**config.mk**
```make
export PLATFORM = sky130hd
export DESIGN_NAME = switch_led_ctrl
export DESIGN_NICKNAME = d
export VERILOG_FILES = /design/src/rtl/switch_led_ctrl_pkg.sv /design/src/rtl/switch_debounce.sv /design/src/rtl/switch_led_ctrl.sv
export SDC_FILE = /design/constraint.sdc
export NUM_CORES = 1
export LEC_CHECK = 0
export CORE_MARGIN = 10
export CORE_UTILIZATION = 55
export CTS_CLUSTER_SIZE = 25
export DETAILED_ROUTE_END_ITERATION = 7
export GPL_ROUTABILITY_DRIVEN = 0
export GPL_TIMING_DRIVEN = 0
export PLACE_DENSITY = 0.83
export SLEW_MARGIN = 40
export SYNTH_ARGS = -nofsm -noshare
export SYNTH_HDL_FRONTEND = slang
export SYNTH_HIERARCHICAL = 1
export SYNTH_SLANG_ARGS = --single-unit
```
**constraint.sdc**
```tcl
create_clock -name clk -period 3.8 [get_ports clk]
set_input_delay 0.76 -clock clk [delete_from_list [all_inputs] [get_ports clk]]
set_output_delay 0.76 -clock clk [all_outputs]
set_load 0.01 [all_outputs]
```
**src/rtl/switch_led_ctrl_pkg.sv**
```systemverilog
// switch_led_ctrl_pkg: display mode encodings and counter sizing shared by the switch/LED path
package switch_led_ctrl_pkg;
  typedef enum logic [1:0] {
    MODE_PASS   = 2'd0,
    MODE_TOGGLE = 2'd1,
    MODE_BLINK  = 2'd2,
    MODE_INVERT = 2'd3
  } mode_e;
  function automatic int cnt_w(input int n);
    return (n < 2) ? 1 : $clog2(n);
  endfunction
endpackage

```
**src/rtl/switch_debounce.sv**
```systemverilog
// switch_debounce: one channel of two-flop synchroniser, debounce counter and rising-edge pulse
module switch_debounce
  import switch_led_ctrl_pkg::*;
#(
  parameter int DEBOUNCE_CYCLES = 270000
) (
  input  logic clk,
  input  logic reset_n,
  input  logic switch_i,
  output logic sw_clean_o,
  output logic sw_rise_o
);
  localparam int CW = cnt_w(DEBOUNCE_CYCLES);
  localparam logic [CW-1:0] CMAX = CW'(DEBOUNCE_CYCLES - 1);
  logic s1_q, s2_q, clean_q, prev_q, rise_q, clean_d, rise_d;
  logic [CW-1:0] cnt_q, cnt_d;
  logic stable, done;
  always_comb begin
    stable  = s2_q == clean_q;
    done    = cnt_q == CMAX;
    cnt_d   = (stable || done) ? '0 : cnt_q + 1'b1;
    clean_d = clean_q ^ (!stable && done);
    rise_d  = clean_q & ~prev_q;
  end
  always_ff @(posedge clk) begin
    if (!reset_n) begin
      s1_q    <= 1'b0;
      s2_q    <= 1'b0;
      cnt_q   <= '0;
      clean_q <= 1'b0;
      prev_q  <= 1'b0;
      rise_q  <= 1'b0;
    end else begin
      s1_q    <= switch_i;
      s2_q    <= s1_q;
      cnt_q   <= cnt_d;
      clean_q <= clean_d;
      prev_q  <= clean_q;
      rise_q  <= rise_d;
    end
  end
  assign sw_clean_o = clean_q;
  assign sw_rise_o  = rise_q;
endmodule

```
**src/rtl/switch_led_ctrl.sv**
```systemverilog
// switch_led_ctrl: per-channel conditioned switches driving registered LEDs in four display modes
module switch_led_ctrl
  import switch_led_ctrl_pkg::*;
#(
  parameter int WIDTH           = 8,
  parameter int DEBOUNCE_CYCLES = 270000,
  parameter int BLINK_CYCLES    = 6750000
) (
  input  logic             clk,
  input  logic             reset_n,
  input  logic [WIDTH-1:0] switch,
  input  logic [1:0]       mode,
  output logic [WIDTH-1:0] sw_clean,
  output logic [WIDTH-1:0] sw_rise,
  output logic [WIDTH-1:0] led
);
  localparam int BW = cnt_w(BLINK_CYCLES);
  localparam logic [BW-1:0] BMAX = BW'(BLINK_CYCLES - 1);
  logic [WIDTH-1:0] tog_q, tog_d, led_q, led_d;
  logic [BW-1:0] blink_q, blink_d;
  logic phase_q, phase_d, wrap;
  for (genvar i = 0; i < WIDTH; i++) begin : g_ch
    switch_debounce #(.DEBOUNCE_CYCLES(DEBOUNCE_CYCLES)) u_db (
      .clk       (clk),
      .reset_n   (reset_n),
      .switch_i  (switch[i]),
      .sw_clean_o(sw_clean[i]),
      .sw_rise_o (sw_rise[i])
    );
  end
  // blink timebase and toggle state run in every mode so mode switches show live state
  always_comb begin
    wrap    = blink_q == BMAX;
    blink_d = wrap ? '0 : blink_q + 1'b1;
    phase_d = phase_q ^ wrap;
    tog_d   = tog_q ^ sw_rise;
    led_d   = (mode == MODE_PASS)   ? sw_clean :
              (mode == MODE_TOGGLE) ? tog_q :
              (mode == MODE_BLINK)  ? (sw_clean & {WIDTH{phase_q}}) : ~sw_clean;
  end
  always_ff @(posedge clk) begin
    if (!reset_n) begin
      tog_q   <= '0;
      led_q   <= '0;
      blink_q <= '0;
      phase_q <= 1'b0;
    end else begin
      tog_q   <= tog_d;
      led_q   <= led_d;
      blink_q <= blink_d;
      phase_q <= phase_d;
    end
  end
  assign led = led_q;
endmodule

```
==> results by group, run 1 <==
Run status
  • Status: finished clean

Pwr
  • Seq pwr share: 0.510
  • Clk network pwr share: 0.470
  • Leak Pwr: 3.83 nW
  • Pwr dens: 424 mW/mm2
  • Internal: 3.87 mW
  • Share of total power in combinational logic: 0.020
  • Psw: 0.957 mW
  • Max rail drop VDD: 348 uV
  • Switch share: 0.198

CTS
  • Postcts setup bufs: 0
  • Num CTS Buffers: 24
  • Later-pin clock latency in the skew report: 510 ps
  • CTS tree: yes
  • H-tree depth: 1
  • CTS Hold Bufs: 0
  • Post-cts sizing count: 0
  • Root buffer cell: clkbuf_16
  • Clk sink count: 232
  • Clk pin slew, worst setup/hold paths: 60 ps
  • CTS Buffer Depth: 3

Synthesis
  • Most common cell in the synthesized netlist: dfxtp_1
  • Synth cell types: 46
  • #FFs+latches synth: 232
  • Post-synth EDFFs: 0
  • Asr flop ratio synth: 0
  • Ys Warns: 6
  • Syn Nets: 1,121
  • Sequential-to-total area share from yosys stat: 0.466
  • Netlist Area Pre-Place: 0.00996 mm2
  • Synth top area share: 0.466
  • Syn Area/Cell: 9.05 um2
  • Ys flop type: dfxtp_1
  • Post-synthesis instance total: 1,100
  • Synth area leader: dfxtp_1
  • Top post-synthesis cells by area: dfxtp_1, xnor2_1, nor2_1
  • Commonest cells in the netlist: dfxtp_1, nor2_1, xnor2_1, nand2_1, nor4_1

Global route
  • First-pass GRT wire length: 33,000 um
  • Initial antenna violation count: 0
  • Remaining global-route overflow: 0
  • GRT met3 Usage: 0.0252
  • Vias in the first global route: 7,167
  • M2 GR Usage: 0.265
  • All-Layer GR Usage: 0.157
  • Met1 Use GR: 0.198
  • Largest net degree at the start of global routing: 25
  • Grt peak-use layer: met2

Detailed routing
  • Vias/cell: 5.52
  • Final wirelength: 19,100 um
  • DR iter-0 viols: 447
  • Final ANT Viol Nets: 0
  • Via count: 7,741
  • Drt drc: 0
  • First-pass detailed-route iteration total: 5
  • DR WL/cell: 13.6 um

Timing
  • Slew HR: 0.521
  • Post-route setup TNS: 0 ps
  • Fmax: 431 MHz
  • Period utilization: 0.611
  • Max-slew violation count: 0
  • Period minus WS final: 2320 ps
  • # setup viols final: 0
  • Final hold violation count: 0
  • Worst-margin pin slew: 716 ps
  • Clock Skew: 7.17 ps
  • RSZ-0062 raised after global routing: no

Placement
  • Hpwl dp: 13,200 um
  • Inst Count DP: 1,363
  • I/O Buffers: 33

Critical path
  • CP Max Fanout: 5
  • Worst Path Required: 3040 ps
  • Endpoint type of the worst setup path: output pin
  • Critical path launch point type: flip-flop
  • CP max stage delay: 590 ps
  • R2R Path Start: g_ch[5].u_db/cnt_q[0]
  • Worst path bufs/invs: 1
  • Critical path class: reg2out
  • Critical path arrival: 1560 ps
  • CP top delay family: buffers and inverters
  • Critical path's slowest cell: clkdlybuf4s50_1
  • Worst-path cell chain: clkdlybuf4s50_1

Finish
  • Antenna cells: 0
  • Layout cells sized above 1: 0.0767
  • Fin cells: 1,403
  • Area grow syn2layout: 14.2%
  • # nets final: 1,181

Floorplanning
  • Y dimension of the die: 155 um
  • Row cnt: 49
  • Die area: 0.0239 mm2
  • Total core area: 0.0179 mm2
  • Initial Utilization: 0.556
  • IO Count: 36
  • DIE WIDTH: 155 um

Run
  • Maxcap violations: 0

Min path
  • Hold_sp: g_ch[2].u_db/prev_q
  • Hold WC Path Type: reg2reg
## path summary, 6_finish.rpt
path | end | slack (ps) | cells after the start
setup reg to reg | g_ch[5].u_db/cnt_q[11] | 1680 | 6
setup / recovery | sw_clean[2] | 1480 | 1
hold / removal | g_ch[2].u_db/sw_rise_o | 380 | 1
hold reg to reg | g_ch[2].u_db/sw_rise_o | 380 | 1
## kinds of logic (layout without fill, tap and decap cells)
| family | Yosys count | count (layout) | synth area share |
|---|---|---|---|
| flops | 232 | 232 | 0.466 |
| fa+ha+maj | 9 | 9 | 0.0113 |
| buf+inv | 77 | 151 | 0.0329 |
| xor+xnor | 149 | 149 | 0.131 |
| mux | 9 | 9 | 0.00905 |
| simple gates | 543 | 543 | 0.297 |
| compound gates | 81 | 81 | 0.0526 |
## cell type report
type,instances,area (um2)
buffer,41,193
clock buffer,36,727
clock inverter,4,45.0
fill,1410,6530
inverter,36,135
multi-input combinational,791,4990
sequential,232,4640
tap,229,287
timing repair buffer,34,353
## metal layers
metal	vias up	share of wire
met4	0	0.023
met1	3624	0.45
met3	35	0.046
li1	3928	-
met2	154	0.48
met5	-	0
## state kept, by name (all words and copies together), names as in the netlist, named ones only
name                 flops
phase_q                  1
g_ch.u_db/sw_rise_o      8
g_ch.u_db/s2_q           8
blink_q                 23
tog_q                    8
g_ch.u_db/prev_q         8
g_ch.u_db/cnt_q        152
g_ch.u_db/s1_q           8
led                      8
## power by group through the flow
stage | combinational, mW | clock (mW) | sequential (mW)
floorplan | 0.0502 | 0 | 2.51
CTS | 0.0970 | 2.32 | 2.46
finish | 0.0968 | 2.27 | 2.46
detailed placement | 0.0966 | 0 | 2.51
global placement | 0.0926 | 0 | 2.51
global route | 0.107 | 2.42 | 2.46
## cells in the final DEF, fill, tap and decap left out, drive strengths merged, types with 3 or more instances in the layout
cell / count
ha: 9
nor4: 53
nor2: 198
a21oi: 31
clkbuf: 57
and4: 3
inv: 36
and3: 9
o31ai: 5
nor3: 17
nand4b: 8
nand4bb: 8
clkdlybuf4s50: 32
or4: 22
xnor2: 101
and2: 25
or3: 12
a21o: 15
o221ai: 8
o21ai: 20
nand3: 42
nand2: 82
clkinv: 3
xor2: 48
nand4: 47
nor4b: 9
buf: 22
or2: 3
mux2i: 9
dfxtp: 232
## metrics by stage
stage | cell area, um2 | util | power [mW] | hold slack [ps] | setup slack, ps
2_1_floorplan | 9960 | - | 2.56 | 368 | 1930
3_3_place_gp | 10600 | 0.591 | 2.61 | 371 | 74.4
3_5_place_dp | 10600 | 0.592 | 2.61 | 374 | 1180
4_1_cts | 11400 | 0.635 | 4.87 | 386 | 1430
5_1_grt | 11400 | 0.635 | 4.98 | 395 | 1410
6_report | 11400 | 0.635 | 4.82 | 385 | 1480
Note: power is estimated with default switching activity, not from simulation.
==> run 2: changes to the inputs <==
==> constraint.sdc (replaced) <==
create_clock -name clk -period 2.16 [get_ports clk]
set_input_delay 0.432 -clock clk [delete_from_list [all_inputs] [get_ports clk]]
set_output_delay 0.432 -clock clk [all_outputs]
set_load 0.01 [all_outputs]
==> run 2 against run 1 <==
  * Routed wire length rose by 1.8%
  * Critical path depth rose by 4
  * Non-clock buffer count rose by 3
  * Register-to-register slack got worse by 1500 ps
  * Sequential power rose by 76%
  * Design area rose by 0.80%
  * Final cell count rose by 0.21%
  * Global-route usage did not move
  * Largest cell class unchanged
==> results by group, run 2 (synthesis gave the netlist of run 1 again) <==
Timing
  • Fmax: 500 MHz
  • Final hold violation count: 0 (unchanged)
  • Post-route setup TNS: 0 ps (unchanged)
  • Clock Skew: 7.94 ps (was 7.17 ps)
  • WHS: 383 ps (was 385 ps)
  • Period utilization: 0.925
  • # setup viols final: 0 (unchanged)
  • Worst-margin pin slew: 748 ps (was 716 ps)
  • Slew HR: 0.499 (was 0.521)
  • Final setup margin: 161 ps (was 1480 ps)
  • Max-slew violation count: 0 (unchanged)
  • Period minus WS final: 2000 ps

Finish
  • Commonest cells after routing, fill and taps aside: dfxtp_1, nor2_1, xnor2_1 (unchanged)
  • Most common cell after layout, fill and taps aside: dfxtp_1 (unchanged)
  • Area grow syn2layout: 15.1% (was 14.2%)
  • Antenna cells: 0 (unchanged)
  • Layout cells sized above 1: 0.0850 (was 0.0767)
  • Largest reg by FF count: g_ch.u_db/cnt_q (unchanged)
  • Top Registers: g_ch.u_db/cnt_q: 152 flops, blink_q: 23 flops (unchanged)
  • # nets final: 1,184 (was 1,181)
  • Largest register FFs: 152 (unchanged)

Detailed routing
  • Amount of wire on met3 after detailed routing: 934 um (was 875 um)
  • Drt drc: 0 (unchanged)
  • DR iter-0 viols: 501 (was 447)
  • DR WL/cell: 13.9 um (was 13.6 um)
  • Vias/cell: 5.54 (was 5.52)
  • Final ANT Viol Nets: 0 (unchanged)
  • Metal2 WL: 9300 um (was 9140 um)
  • M1 WL: 8750 um (was 8680 um)
  • First-pass detailed-route iteration total: 5 (unchanged)
  • Final wirelength: 19,500 um (was 19,100 um)
  • Via count: 7,792 (was 7,741)
  • DR top layer: met4 (unchanged)

Floorplanning
  • Y dimension of the die: 155 um (unchanged)
  • Row cnt: 49 (unchanged)
  • DIE WIDTH: 155 um (unchanged)
  • Initial Utilization: 0.556 (unchanged)
  • Total core area: 0.0179 mm2 (unchanged)
  • IO Count: 36 (unchanged)
  • Die area: 0.0239 mm2 (unchanged)

Placement
  • Hpwl dp: 13,200 um (unchanged)
  • I/O Buffers: 33 (unchanged)
  • Post-place setup slack: -130 ps (was 1180 ps)

Run
  • Maxcap violations: 0 (unchanged)

Global route
  • All-Layer GR Usage: 0.157 (unchanged)
  • Remaining global-route overflow: 0 (unchanged)
  • Largest net degree at the start of global routing: 25 (unchanged)
  • First-pass GRT wire length: 33,000 um (unchanged)
  • Initial antenna violation count: 0 (unchanged)
  • Vias in the first global route: 7,167 (unchanged)

Critical path
  • Worst-path cell chain: ha_1 -> nand3_2 -> or4_4 -> or3_1 -> a21oi_2 (was clkdlybuf4s50_1)
  • Worst Path Required: 2600 ps (was 3040 ps)
  • Critical path's slowest cell: or4_4 (was clkdlybuf4s50_1)
  • Setup slack, reg-to-reg: 160 ps (was 1680 ps)
  • Critical path arrival: 2440 ps (was 1560 ps)
  • CP Max Fanout: 8 (was 5)
  • Critical path launch point type: flip-flop (unchanged)
  • Critical path class: reg2reg (was reg2out)
  • CP max stage delay: 600 ps (was 590 ps)
  • Endpoint type of the worst setup path: flip-flop (was output pin)

CTS
  • Root buffer cell: clkbuf_16 (unchanged)
  • CTS Hold Bufs: 0 (unchanged)
  • CTS tree: yes (unchanged)
  • Clk sink count: 232 (unchanged)
  • H-tree depth: 1 (unchanged)
  • Later-pin clock latency in the skew report: 510 ps (about the same)
  • CTS Buffer Depth: 3 (unchanged)
  • Clk pin slew, worst setup/hold paths: 60 ps (about the same)
  • Num CTS Buffers: 24 (unchanged)

Run status
  • Status: finished clean (unchanged)

Pwr
  • Pwr dens: 741 mW/mm2 (was 424 mW/mm2)
  • Max rail drop VDD: 613 uV (was 348 uV)
  • Leak Pwr: 3.87 nW (was 3.83 nW)
  • Pwr Total: 8.49 mW (was 4.82 mW)

Min path
  • Hold WC Path Type: in2reg (was reg2reg)
==> run 2: report_power, final <==
group	internal, mW	switching, mW	leakage, nW	total, mW
clock network	2.42	1.57	0.383	3.99
logic	0.0754	0.0979	1.62	0.173
registers	4.31	0.0184	1.87	4.33
total	6.81	1.69	3.87	8.49
==> run 2: metrics by stage <==
step | cells | cell area, um2 | util
floorplan | 1100 | 9960 | -
global placement | 1362 | 10600 | 0.591
detailed placement | 1363 | 10600 | 0.592
CTS | 1403 | 11400 | 0.635
global route | 1406 | 11500 | 0.640
finish | 1406 | 11500 | 0.640
==> run 2: cell type report <==
class	count	area, um2
sequential	232	4640
clock buffer	36	727
tap	229	287
fill	1404	6440
clock inverter	4	45.0
multi-input combinational	791	5050
buffer	41	200
timing repair buffer	37	375
inverter	36	135
==> run 2: metal layers <==
layer / up-vias / global-route usage
met5: - / 0
met4: 0 / 0.0553
met2: 169 / 0.265
met1: 3650 / 0.198
li1: 3930 / -
met3: 43 / 0.0252
==> run 2: what timing repair did <==
item	CTS	global route
buffers inserted	0	3
resized for setup	0	12
setup endpoints to repair	0	80
==> run 2: critical path, delay by kind of cell, from the launching register on <==
family | cells | cell delay [ps]
and+or+nand+nor | 3 | 1170
AOI/OAI and AO/OA | 1 | 130
adders and majority gates | 1 | 240
DFF | 1 | 390
==> run 2: worst paths after layout <==
path,startpoint,end,cells past startpoint
worst max register to register,g_ch[5].u_db/cnt_q[0],g_ch[5].u_db/cnt_q[18],5
worst min register to register,g_ch[2].u_db/prev_q,g_ch[2].u_db/sw_rise_o,1
worst max-delay path,g_ch[5].u_db/cnt_q[0],g_ch[5].u_db/cnt_q[18],5
worst min-delay path,reset_n,flip-flop,3
